===== src/rtl/pixel_compositor_pkg.sv =====
// rtl/pixel_compositor_pkg.sv - shared types, screen constants and palette contents for pixel_compositor
package compositor_pkg;

  typedef enum logic [1:0] {
    IDLE     = 2'd0,
    FADE_OUT = 2'd1,
    SWAP     = 2'd2,
    FADE_IN  = 2'd3
  } fade_state_t;

  localparam logic [5:0] GRID_IDX    = 6'd1;
  localparam int         SCREEN_W    = 640;
  localparam int         SCREEN_H    = 480;
  localparam int         TRANSPARENT = 0;

  // Palette contents: a few fixed colours, the rest derived from the index bits.
  function automatic logic [23:0] palette_rgb(input logic [7:0] idx);
    logic [23:0] rgb;
    case (idx)
      8'd0:    rgb = 24'h000000;
      8'd1:    rgb = 24'h00FF00;
      8'd5:    rgb = 24'hFF8040;
      8'd7:    rgb = 24'h102030;
      8'd9:    rgb = 24'hA0B0C0;
      default: rgb = {idx[5:0], 2'b01, ~idx[5:0], 2'b10, idx[3:0], idx[3:0]};
    endcase
    return rgb;
  endfunction

endpackage


===== src/rtl/pixel_compositor_fade.sv =====
// rtl/pixel_compositor_fade.sv - fade_sequencer: frame-synchronous fade-out / map-swap / fade-in control
module fade_sequencer
  import compositor_pkg::*;
#(
  parameter int NUM_MAPS  = 4,
  parameter int FADE_LOG2 = 3
) (
  input  logic                        clk,
  input  logic                        reset,
  input  logic                        frame_start,
  input  logic                        map_req,
  input  logic [$clog2(NUM_MAPS)-1:0] map_sel,
  output logic                        map_ack,
  output logic                        busy,
  output logic [$clog2(NUM_MAPS)-1:0] cur_map,
  output logic [FADE_LOG2:0]          level
);

  localparam int                 LVL_W = FADE_LOG2 + 1;
  localparam int                 MAP_W = $clog2(NUM_MAPS);
  localparam logic [LVL_W-1:0]   FULL  = LVL_W'(1 << FADE_LOG2);

  fade_state_t      state_q, state_d;
  logic [LVL_W-1:0] level_q, level_d;
  logic [MAP_W-1:0] cur_map_q, cur_map_d;
  logic [MAP_W-1:0] target_q, target_d;
  logic             ack_q, ack_d;

  always_ff @(posedge clk) begin
    if (reset) begin
      state_q   <= IDLE;
      level_q   <= FULL;
      cur_map_q <= '0;
      target_q  <= '0;
      ack_q     <= 1'b0;
    end else begin
      state_q   <= state_d;
      level_q   <= level_d;
      cur_map_q <= cur_map_d;
      target_q  <= target_d;
      ack_q     <= ack_d;
    end
  end

  always_comb begin
    state_d = state_q;
    case (state_q)
      IDLE:     if (map_req && (map_sel != cur_map_q)) state_d = FADE_OUT;
      FADE_OUT: if (frame_start && (level_q <= LVL_W'(1))) state_d = SWAP;
      SWAP:     if (frame_start) state_d = FADE_IN;
      FADE_IN:  if (frame_start && (level_q >= FULL - LVL_W'(1))) state_d = IDLE;
      default:  state_d = IDLE;
    endcase
  end

  // Requests are only seen in IDLE, so anything arriving mid-fade is dropped.
  always_comb begin
    level_d   = level_q;
    cur_map_d = cur_map_q;
    target_d  = target_q;
    ack_d     = 1'b0;
    case (state_q)
      IDLE: begin
        if (map_req) begin
          ack_d    = 1'b1;
          target_d = map_sel;
        end
      end
      FADE_OUT: if (frame_start && (level_q != '0)) level_d = level_q - LVL_W'(1);
      SWAP:     if (frame_start) cur_map_d = target_q;
      FADE_IN:  if (frame_start && (level_q != FULL)) level_d = level_q + LVL_W'(1);
      default:  level_d = FULL;
    endcase
  end

  assign map_ack = ack_q;
  assign busy    = (state_q != IDLE);
  assign cur_map = cur_map_q;
  assign level   = level_q;

endmodule


===== src/rtl/pixel_compositor.sv =====
// rtl/pixel_compositor.sv - 3-stage layer/map compositor with palette lookup and fade; TILE_GRID_EN adds a tile grid overlay
module pixel_compositor
  import compositor_pkg::*;
#(
  parameter int NUM_LAYERS    = 4,
  parameter int IDX_W         = 6,
  parameter int MAP_RANK      = 1,
  parameter int NUM_MAPS      = 4,
  parameter int TILE_LOG2     = 4,
  parameter int TILES_PER_ROW = 40,
  parameter int FADE_LOG2     = 3
) (
  input  logic                        Clk,
  input  logic                        Reset,
  input  logic                        Blank,
  input  logic                        FrameStart,
  input  logic [9:0]                  DrawX,
  input  logic [9:0]                  DrawY,
  input  logic [NUM_LAYERS*IDX_W-1:0] LayerIdx,
  input  logic                        MapReq,
  input  logic [$clog2(NUM_MAPS)-1:0] MapSel,
  output logic                        MapAck,
  output logic                        Busy,
  output logic [$clog2(NUM_MAPS)-1:0] CurMap,
  output logic [7:0]                  Red,
  output logic [7:0]                  Green,
  output logic [7:0]                  Blue
);

  localparam int ROWS       = SCREEN_H >> TILE_LOG2;
  localparam int TX_W       = $clog2(SCREEN_W >> TILE_LOG2);
  localparam int TY_W       = $clog2(ROWS);
  localparam int TILE_W_RAW = $clog2(NUM_MAPS * TILES_PER_ROW * ROWS);
  localparam int TILE_W     = (TILE_W_RAW < 11) ? 11 : TILE_W_RAW;
  localparam int PROD_W     = 8 + FADE_LOG2 + 1;
  localparam int LW         = NUM_LAYERS * IDX_W;

  localparam logic [TILE_W-1:0] MAP_STRIDE = TILE_W'(TILES_PER_ROW * ROWS);
  localparam logic [TILE_W-1:0] ROW_STRIDE = TILE_W'(TILES_PER_ROW);

  logic [$clog2(NUM_MAPS)-1:0] cur_map;
  logic [FADE_LOG2:0]          level;

  fade_sequencer #(
    .NUM_MAPS  (NUM_MAPS),
    .FADE_LOG2 (FADE_LOG2)
  ) u_fade (
    .clk         (Clk),
    .reset       (Reset),
    .frame_start (FrameStart),
    .map_req     (MapReq),
    .map_sel     (MapSel),
    .map_ack     (MapAck),
    .busy        (Busy),
    .cur_map     (cur_map),
    .level       (level)
  );

  assign CurMap = cur_map;

  logic [TILE_W-1:0] tile_d;
  assign tile_d = TILE_W'(cur_map) * MAP_STRIDE
                + TILE_W'(DrawY[TILE_LOG2 +: TY_W]) * ROW_STRIDE
                + TILE_W'(DrawX[TILE_LOG2 +: TX_W]);

  logic              s1_blank;
  logic [LW-1:0]     s1_layers;
  logic [TILE_W-1:0] s1_tile;
  logic              s2_blank;
  logic [LW-1:0]     s2_layers;
  logic [IDX_W-1:0]  map_q;
  logic              s3_blank;
  logic [23:0]       pal_q;
  logic [IDX_W-1:0]  win_idx;

  always_ff @(posedge Clk) begin
    if (Reset) begin
      s1_blank  <= 1'b0;
      s1_layers <= '0;
      s1_tile   <= '0;
    end else begin
      s1_blank  <= Blank;
      s1_layers <= LayerIdx;
      s1_tile   <= tile_d;
    end
  end

  // Map ROM (registered output) alongside the stage-2 copies of layers and blank.
  always_ff @(posedge Clk) begin
    if (Reset) begin
      map_q     <= '0;
      s2_blank  <= 1'b0;
      s2_layers <= '0;
    end else begin
      map_q     <= s1_tile[IDX_W-1:0];
      s2_blank  <= s1_blank;
      s2_layers <= s1_layers;
    end
  end

`ifdef TILE_GRID_EN
  logic s1_grid, s2_grid;
  always_ff @(posedge Clk) begin
    if (Reset) begin
      s1_grid <= 1'b0;
      s2_grid <= 1'b0;
    end else begin
      s1_grid <= (DrawX[TILE_LOG2-1:0] == '0) || (DrawY[TILE_LOG2-1:0] == '0);
      s2_grid <= s1_grid;
    end
  end
`endif

  logic unused_bits;
  assign unused_bits = ^{DrawX, DrawY, s1_tile};

  // Walk from lowest to highest priority so later hits override earlier ones.
  always_comb begin
    win_idx = IDX_W'(TRANSPARENT);
    for (int k = NUM_LAYERS - 1; k >= MAP_RANK; k--) begin
      if (s2_layers[k*IDX_W +: IDX_W] != IDX_W'(TRANSPARENT)) win_idx = s2_layers[k*IDX_W +: IDX_W];
    end
    if (map_q != IDX_W'(TRANSPARENT)) win_idx = map_q;
`ifdef TILE_GRID_EN
    if (s2_grid) win_idx = IDX_W'(GRID_IDX);
`endif
    for (int k = MAP_RANK - 1; k >= 0; k--) begin
      if (s2_layers[k*IDX_W +: IDX_W] != IDX_W'(TRANSPARENT)) win_idx = s2_layers[k*IDX_W +: IDX_W];
    end
  end

  always_ff @(posedge Clk) begin
    if (Reset) begin
      pal_q    <= '0;
      s3_blank <= 1'b0;
    end else begin
      pal_q    <= palette_rgb(8'(win_idx));
      s3_blank <= s2_blank;
    end
  end

  function automatic logic [7:0] scale(input logic [7:0] c, input logic [FADE_LOG2:0] lvl);
    logic [PROD_W-1:0] p;
    p = PROD_W'(c) * PROD_W'(lvl);
    return 8'(p >> FADE_LOG2);
  endfunction

  assign Red   = s3_blank ? scale(pal_q[23:16], level) : 8'd0;
  assign Green = s3_blank ? scale(pal_q[15:8],  level) : 8'd0;
  assign Blue  = s3_blank ? scale(pal_q[7:0],   level) : 8'd0;

endmodule


===== config.mk =====
export PLATFORM = sky130hd
export DESIGN_NAME = pixel_compositor
export DESIGN_NICKNAME = d
export VERILOG_FILES = /design/src/rtl/pixel_compositor_pkg.sv /design/src/rtl/pixel_compositor_fade.sv /design/src/rtl/pixel_compositor.sv
export SDC_FILE = /design/constraint.sdc
export NUM_CORES = 1
export LEC_CHECK = 0
export ABC_AREA = 1
export CORE_ASPECT_RATIO = 1.1
export CORE_UTILIZATION = 51
export DETAILED_ROUTE_END_ITERATION = 6
export PLACE_DENSITY = 0.77
export RECOVER_POWER = 50
export SETUP_SLACK_MARGIN = 0.15
export SYNTH_ARGS = -nofsm -noshare
export SYNTH_HDL_FRONTEND = slang
export SYNTH_SLANG_ARGS = --single-unit

===== constraint.sdc =====
create_clock -name Clk -period 5.4 [get_ports Clk]
set_clock_uncertainty 0.2 [all_clocks]
set_input_delay 1.62 -clock Clk [delete_from_list [all_inputs] [get_ports Clk]]
set_output_delay 1.62 -clock Clk [all_outputs]
set_load 0.01 [all_outputs]

# Word-level counts from Yosys, hierarchy flattened
# Cells that the tools add are included.
# classes
bitwise_logic	2
add_sub_neg	4
n_reduce_logical	20
eq_ne	15
order_cmp	2
n_mul	5
mux	18
# op_table
cell	count
$pmux 24 s5	1
$mul 8x4->11	3
$mux 6	5
$reduce_bool 6->1	5
$mux 8	3
$add 6x6->6	2
$eq 6x3->1 const B	2
$ne 2x1->1 const B	5
$mux 2	4
$mux 4	2
$pmux 2 s4	1
$pmux 4 s2	1
$mul 2x7->2 const B	1
$eq 6x1->1 const B	1
$eq 6x4->1 const B	1
$logic_not 6->1	1
$not 6->6	1
$logic_and 1x1->1	5
$mul 5x3->3 const B	1
$add 4x1->4 const B	1
$eq 2x2->1 const B	2
$ge 4x3->1 const B	1
$le 4x1->1 const B	1
$ne 4x4->1 const B	1
13 further kinds	15
# totals
register_bits	98
in_bits	51
elab_cells	79

# Longest topological paths before layout
# Gate-level depths: netlist (run 1).
# depth
word_depth	8
depth_mapped	20
mapped_depth_nobuf	18

# Hierarchy
# Synthesis (run 1) repeated with hierarchy kept, for this count alone.
# unflattened
cells_unflattened	915
hier_area_um2	6470.0
# modules_own_cells
mod	area_each_um2	cells_per_inst	n_inst
pixel_compositor	5750.5	815	1
fade_sequencer	719.4	100	1

# Worst setup path after synthesis (run 1)
# Ideal clock, no wire load.
# synth_timing
kind	register to output
startpoint	register u_fade.level_q[3], in the netlist u_fade.level[3]
endpoint	output port Green[7]
n_path_buf	2
path_slack_ns	-0.137
stages_incl_launch_ff	21
arrival_time_ns	3.717
path_cell_list	dfxtp_1 clkbuf_1 buf_1 nand2_1 fa_1 inv_1 fa_1 inv_1 fa_1 inv_1 nand3_1 and2_1 inv_1 nand2_1 inv_1 nor2_1 o21bai_1 a21oi_1 o21bai_1 o21ai_0 a21oi_1
# synth_between
elab_chain_cells	2
# synth_lines
item	line_no	text
start: declaration	pixel_compositor_fade.sv:24	logic [LVL_W-1:0] level_q, level_d;
start signal: assignment	pixel_compositor_fade.sv:38	level_q <= level_d;
$mul 8x4->11	pixel_compositor.sv:144	p = PROD_W'(c) * PROD_W'(lvl);
$mux 8	pixel_compositor.sv:149	assign Green = s3_blank ? scale(pal_q[15:8], level) : 8'd0;
end: declaration	pixel_compositor.sv:26	output logic [7:0] Green,
# Every way passes these cells.

# Worst setup path in the final report (run 1)
# layout_timing
startpoint	register u_fade.level_q[3], in the netlist u_fade.level[3]
endpoint	output port Blue[7]
# layout_between
elab_chain_cells	2
# layout_lines
item	line_no	text
$mul 8x4->11	pixel_compositor.sv:144	
$mux 8	pixel_compositor.sv:150	assign Blue = s3_blank ? scale(pal_q[7:0], level) : 8'd0;
end: declaration	pixel_compositor.sv:27	output logic [7:0] Blue
# Every way passes these cells.

==> results.tsv, run 1 <==
metric	value	unit
status	complete, but fails checks	
failed_checks	max-capacitance violations, max-slew violations, negative setup slack	
clk_pin_slew_worst_paths	0.06	ns
crit_arrival	3.80	ns
cts_sinks	98	
synth_area_leader_cell	dfxtp_1	
slew_violations	43	
post-route-util	68.4	%
yosysUniqueCellTypes	40	
wire_per_inst	10.1	microns
end_kind	primary output	
syn_area_per_cell	7.26	sq um
peakVddDrop	0.237	mV
clk_root_buffer_cell	clkbuf_16	
start_kind	flip-flop	
criticalPathCategory	flip-flop to primary output	
r2r_slack	2.89	ns
cap_violations	1	
antenna_left	0	
r2r-end	u_fade.level[3]	
synth.area.mux_share	0	%
design.die.area	0.0130	sq mm
grt_max_degree	43	
syn_to_final_growth	29.4	%
vias	5348	
routed_wl	11.9	mm
hold_violations	0	
cts_hold_buffers	0	
avgViaCountPerCell	4.56	
r2r_cells	11	
p_int	1.48	mW
fin_nets	1148	
relSlewSlack	-20.4	%
io_pins	79	
yosysTopAreaCellShare	30.6	%
syn_inst	883	
cpPeakStageDelay	0.55	ns
synth-compound-area-share	8.20	%
period_needed	5.62	ns
synthAdderAreaFrac	20.3	%
path_delay_family	adder cells	
worst_slack	-0.220	ns
multi_input_area	0.00371	sq mm
crit_path_top_delay_cell	fa_1	
grt_pass1_vias	4975	
startpoint	u_fade.level[3]	
power_density	273	mW/mm^2
insertion_delay	0.34	ns
crit_end	Blue[7]	
path_buf_inv	6	
finalPower	2.26	mW
gp_congestion	0.850	
netSwitchingPower	0.779	mW
core	0.0121	sq mm
insertedDiodeCount	0	
rows	42	
syn_area	0.00641	sq mm
seqPwrFrac	38.1	%
grt_overflow	0	
initial_utilization	52.8	%
switching_share	34.4	%
htree_num_levels	3	
cp.required	3.58	ns
worstReg2RegStart	u_fade.level[0]	
fin_crit_sh	104	%
final_common_cell	inv_1	
drive_above_1_share	23.4	%
layout_common_cells	208 x inv_1, 136 x nand2_1, 107 x nor2_1, 94 x dfxtp_1, 60 x buf_4	
clockBufferDepth	2	
synth_top_family_by_area	simple AND/OR/NAND/NOR gates	
synth-simple-area-share	23.1	%
drt_first_pass_iters	4	
fillCellCount	978	
synth-edff-count	0	
path_cells	nand2_4, fa_1, inv_1, fa_1, inv_2, fa_2, inv_2, nand3_2, and2_4, inv_2, nand2_2, inv_2, nor2_2, o21bai_1, a21oi_1, o21bai_1, o21ai_1, a21oi_2, buf_2	
drt-initial-drc-count	273	
ys.flop_type	dfxtp_1	
grt_pass1_wl	20.0	mm
pre_cts_ws	-0.443	ns
cts_made_buffers	9	
critical_path.max_fanout	5	
tritoncts	built	
track_usage	19.0	%
ff_latch_area	0.00197	sq mm
ys_seq_area_share	30.6	%
synth_area_leaders	dfxtp_1 31%, inv_1 14%, fa_1 12%	
yosysWarnings	0	
die_h	120	microns
worstSetupPathDepth	19	
combPwrFrac	36.4	%
syn_nets	1016	
rsz0062_at_grt	yes	
clockPowerShare	25.5	%
dieWidth	109	microns
min_path_type	flip-flop to flip-flop	
timing.fmax	178	MHz
antenna_found_initial	0	
crit_path_frequent_cell	inv_2	
ys_seq_elements	98	
drc	0	
finalSetupViolCount	5	
synth-xor-area-share	1.91	%
tightest_slew	1.81	ns
io_buffers	67	
dp_hpwl	8.68	mm
async_flop_share	0	%
p_leak	4.53	nW
-- layout make-up --
type	instances	area share [%]
clock inverters	7	0.633
flip-flops and latches	98	23.8
well taps	154	2.32
clock buffers	9	2.71
repair buffers	144	14.7
multi-input cells	515	44.7
inverters	247	11.2
-- synth_stat cells (2+ instances only) --
library cell	instances
inv_2	13
nor3_1	3
nand2_4	3
o21ai_0	33
ha_1	45
buf_1	5
clkbuf_1	16
a21oi_1	43
nor2_2	6
xnor2_1	9
nand2_1	152
xor2_1	5
nand2_2	11
nand3_2	3
nand4_1	11
nand3_1	12
nor2_4	4
fa_1	37
o21ai_1	2
nor2_1	112
o21bai_1	6
inv_1	234
and2_1	3
dfxtp_1	98
buf_2	2
-- cell families after synthesis --
family | after synthesis
compound gates | 92
xor+xnor | 14
fa+ha+maj | 82
buf+inv | 270
flops | 98
simple gates | 327
-- worst min-delay path by stage --
| stage | from | to | slack, ns | depth (start not counted) |
|---|---|---|---|---|
| after floorplan | s1_tile[0] | map_q[0] | 0.19 | 2 |
| after global placement | s1_blank | s2_blank | 0.19 | 2 |
| after detailed placement | s1_tile[0] | map_q[0] | 0.19 | 2 |
| after CTS | s1_tile[0] | map_q[0] | 0.20 | 2 |
| after global routing | s1_layers[18] | s2_layers[18] | 0.22 | 2 |
| final | s1_layers[18] | s2_layers[18] | 0.20 | 2 |
-- power by group through the flow --
stage / Combinational [mW] / Sequential, mW / Clock (mW)
floorplan: 0.504 / 0.850 / 0
global placement: 0.698 / 0.868 / 0
detailed placement: 0.722 / 0.869 / 0
CTS: 0.783 / 0.861 / 0.587
global route: 0.930 / 0.872 / 0.619
finish: 0.823 / 0.863 / 0.576
-- sequential cells by signal (all words and copies together), names as in the netlist --
name and count:
s1_blank 1, u_fade.level 4, u_fade.target_q 2, u_fade.map_ack 1
s3_blank 1, pal_q 24, u_fade.cur_map 2, u_fade.state_q 2
s2_blank 1, s1_layers 24, s2_layers 24, map_q 6
s1_tile 6
-- through the flow --
| stage | setup TNS (ns) | area [sq um] | hold slack, ns | cells |
|---|---|---|---|---|
| floorplan | 0 | 6440 | 0.188 | 883 |
| global placement | -2.06 | 7580 | 0.190 | 1134 |
| detailed placement | -2.50 | 7580 | 0.192 | 1134 |
| CTS | -0.341 | 8090 | 0.201 | 1165 |
| global route | -1.89 | 8300 | 0.216 | 1174 |
| finish | -0.625 | 8300 | 0.201 | 1174 |
-- tightest hold or removal path, stage by stage (launching register included) --
cell and delay, ns:
dfxtp_1 0.30, inv_1 0.04, nor2_1 0.03
-- routing by layer --
layer  global-route usage, %  part of all wire (%)  wire (microns)  vias up
li1                        -                     -               -     2854
met1                    22.3                    43            5150     2383
met2                    34.9                    52            6220       97
met3                    2.61                   2.7             326       14
met4                    6.25                   1.7             197        0
met5                       0                     0               0        -
-- what timing repair did --
action | in CTS | in global routing
setup buffers | 15 | 9
pin swaps | 42 | 43
resized for setup | 111 | 70
setup endpoints to repair | 21 | 18
Note: power is estimated with default switching activity, not from simulation.
==> run 2, diff against run 1 <==
--- a/config.mk
+++ b/config.mk
@@ -6,9 +6,9 @@
 export NUM_CORES = 1
 export LEC_CHECK = 0
 export ABC_AREA = 1
-export CORE_ASPECT_RATIO = 1.1
 export CORE_UTILIZATION = 51
 export DETAILED_ROUTE_END_ITERATION = 6
+export GPL_TIMING_DRIVEN = 0
 export PLACE_DENSITY = 0.77
 export RECOVER_POWER = 50
 export SETUP_SLACK_MARGIN = 0.15
==> run 2 against run 1 <==
The flow finishes with violations (negative setup slack). Sequential share of layout area is 0.38 points lower. Clock power rose by 7.5%. Critical endpoint unchanged. Total power grew 7.4%. Global-route usage up 3.2 points.
==> results.tsv, run 2 (synthesized netlist as in run 1, its figures left out) <==
metric	value	unit	change
crit_path_top_delay_cell	fa_1		
period_needed	5.81	ns	+0.192 ns
clk_root_buffer_cell	clkbuf_16		
antenna_found_initial	0		unchanged
htree_num_levels	3		unchanged
core	0.0121	sq mm	-0.23%
cpPeakStageDelay	0.57	ns	+0.02 ns
dp_hpwl	9.45	mm	+8.8%
io_buffers	66		-1.5%
grt_pass1_vias	5237		+5.3%
track_usage	22.2	%	+3.2 points
grt_max_degree	19		-56%
start_kind	flip-flop		
rsz0062_at_grt	yes		
vias	5616		+5.0%
power_density	289	mW/mm^2	+6.0%
fin_tns_setup	-1.90	ns	-1.27 ns
crit_path_frequent_cell	inv_2		
gp_congestion	0.872		+2.6%
final_common_cell	inv_1		
clk_pin_slew_worst_paths	0.06	ns	about the same
grt_overflow	0		unchanged
drt_first_pass_iters	4		unchanged
routed_wl	14.5	mm	+22%
drt-initial-drc-count	249		-8.8%
design.die.area	0.0130	sq mm	about the same
end_kind	primary output		
relSlewSlack	59.0	%	+79 points
cp.required	3.58	ns	about the same
combPwrFrac	39.3	%	+2.9 points
crit_arrival	3.99	ns	+0.19 ns
fin_nets	1159		+0.96%
min_path_type	flip-flop to flip-flop		
seqPwrFrac	35.2	%	-2.9 points
hold_ws	0.201	ns	+0.000354 ns
switching_share	35.2	%	+0.79 points
worst_slack	-0.412	ns	-0.192 ns
cap_violations	0		-1
slew_violations	0		-100%
hold_violations	0		unchanged
status	complete, but fails checks		
dieWidth	114	microns	+4.8%
fillCellCount	986		+0.82%
path_buf_inv	8		+2
clockBufferDepth	2		unchanged
peakVddDrop	0.234	mV	-1.3%
fin_crit_sh	108	%	+3.6 points
syn_to_final_growth	31.1	%	
wire_per_inst	12.1	microns	+20%
critical_path.max_fanout	6		+1
finalPower	2.43	mW	+7.4%
layout_common_cells	206 x inv_1, 137 x nand2_1, 116 x nor2_1, 95 x dfxtp_1, 51 x buf_4		
drive_above_1_share	23.1	%	-0.35 points
timing.fmax	172	MHz	-3.3%
insertion_delay	0.34	ns	about the same
rows	40		-4.8%
tightest_slew	0.615	ns	-1.19 ns
p_int	1.57	mW	+6.1%
grt_pass1_wl	22.9	mm	+15%
path_delay_family	adder cells		
p_leak	4.59	nW	+1.2%
criticalPathCategory	flip-flop to primary output		
cts_sinks	98		unchanged
finalSetupViolCount	10		+5
cts_made_buffers	9		unchanged
clockPowerShare	25.5	%	about the same
antenna_left	0		unchanged
insertedDiodeCount	0		unchanged
avgViaCountPerCell	4.68		+2.8%
tritoncts	built		
reg_top3	pal_q: 24 flops, s1_layers: 24 flops, s2_layers: 24 flops		
netSwitchingPower	0.856	mW	+9.9%
die_h	114	microns	-4.6%
cts_hold_buffers	0		unchanged
io_pins	79		unchanged
failed_checks	negative setup slack		
drc	0		unchanged
path_cells	buf_8, buf_8, nand2_4, fa_1, inv_2, fa_1, inv_2, fa_2, inv_2, nand3_2, and2_4, inv_2, nand2_2, inv_2, nor2_1, o21bai_1, a21oi_1, o21bai_1, o21ai_1, a21oi_2, buf_2		
initial_utilization	52.9	%	+0.12 points
## run 2: metal layers
| layer | part of all wire (%) | GRT usage [%] |
|---|---|---|
| met5 | 0 | 0 |
| met4 | 3.9 | 11.2 |
| met3 | 3.8 | 2.33 |
| met2 | 51 | 40.4 |
| met1 | 41 | 25.8 |
## run 2: power by group through the flow
stage               sequential [mW]  clock, mW  combinational [mW]
floorplan                     0.850          0               0.504
global placement              0.863          0               0.663
detailed placement            0.864          0               0.682
CTS                           0.849      0.631               0.852
global route                  0.863      0.663                1.06
finish                        0.855      0.619               0.955
## run 2: layout make-up
| type | count | area [sq um] | share of cell area (%) |
|---|---|---|---|
| buffer | 23 | 199 | 2.37 |
| sequential | 98 | 1970 | 23.4 |
| clock buffer | 10 | 239 | 2.84 |
| clock inverter | 6 | 57.6 | 0.685 |
| multi-input combinational | 515 | 3660 | 43.6 |
| inverter | 247 | 927 | 11.0 |
| tap | 168 | 210 | 2.50 |
| timing repair buffer | 132 | 1140 | 13.6 |
## run 2: worst paths after layout
kind / start / endpoint / slack, ns / depth (start not counted)
max reg2reg: s2_layers[14] / pal_q[18] / 2.59 / 16
min: s1_tile[5] / map_q[5] / 0.20 / 2
min reg2reg: s1_tile[5] / map_q[5] / 0.20 / 2
max: u_fade.level[3] / Blue[7] / -0.41 / 21
## run 2: tightest hold or removal path, stage by stage (launching register included)
cell	delay, ns
dfxtp_1	0.30
inv_1	0.04
nor2_1	0.03
## run 2: through the flow
| stage | setup slack [ns] | utilization, % | instance area [sq um] | cells |
|---|---|---|---|---|
| 6_report | -0.412 | 69.4 | 8410 | 1199 |
| 2_1_floorplan | 0.151 | - | 6440 | 883 |
| 3_5_place_dp | -0.830 | 60.4 | 7310 | 1117 |
| 3_3_place_gp | -0.766 | 60.4 | 7310 | 1117 |
| 5_1_grt | -0.535 | 69.4 | 8410 | 1199 |
| 4_1_cts | -0.309 | 67.4 | 8160 | 1178 |
## run 2: repair_timing
action / 4_1_cts / 5_1_grt
resized for setup: 135 / 85
gates cloned: 1 / 1
endpoints found under the setup margin: 24 / 20
setup buffers: 44 / 20
pin swaps: 43 / 52
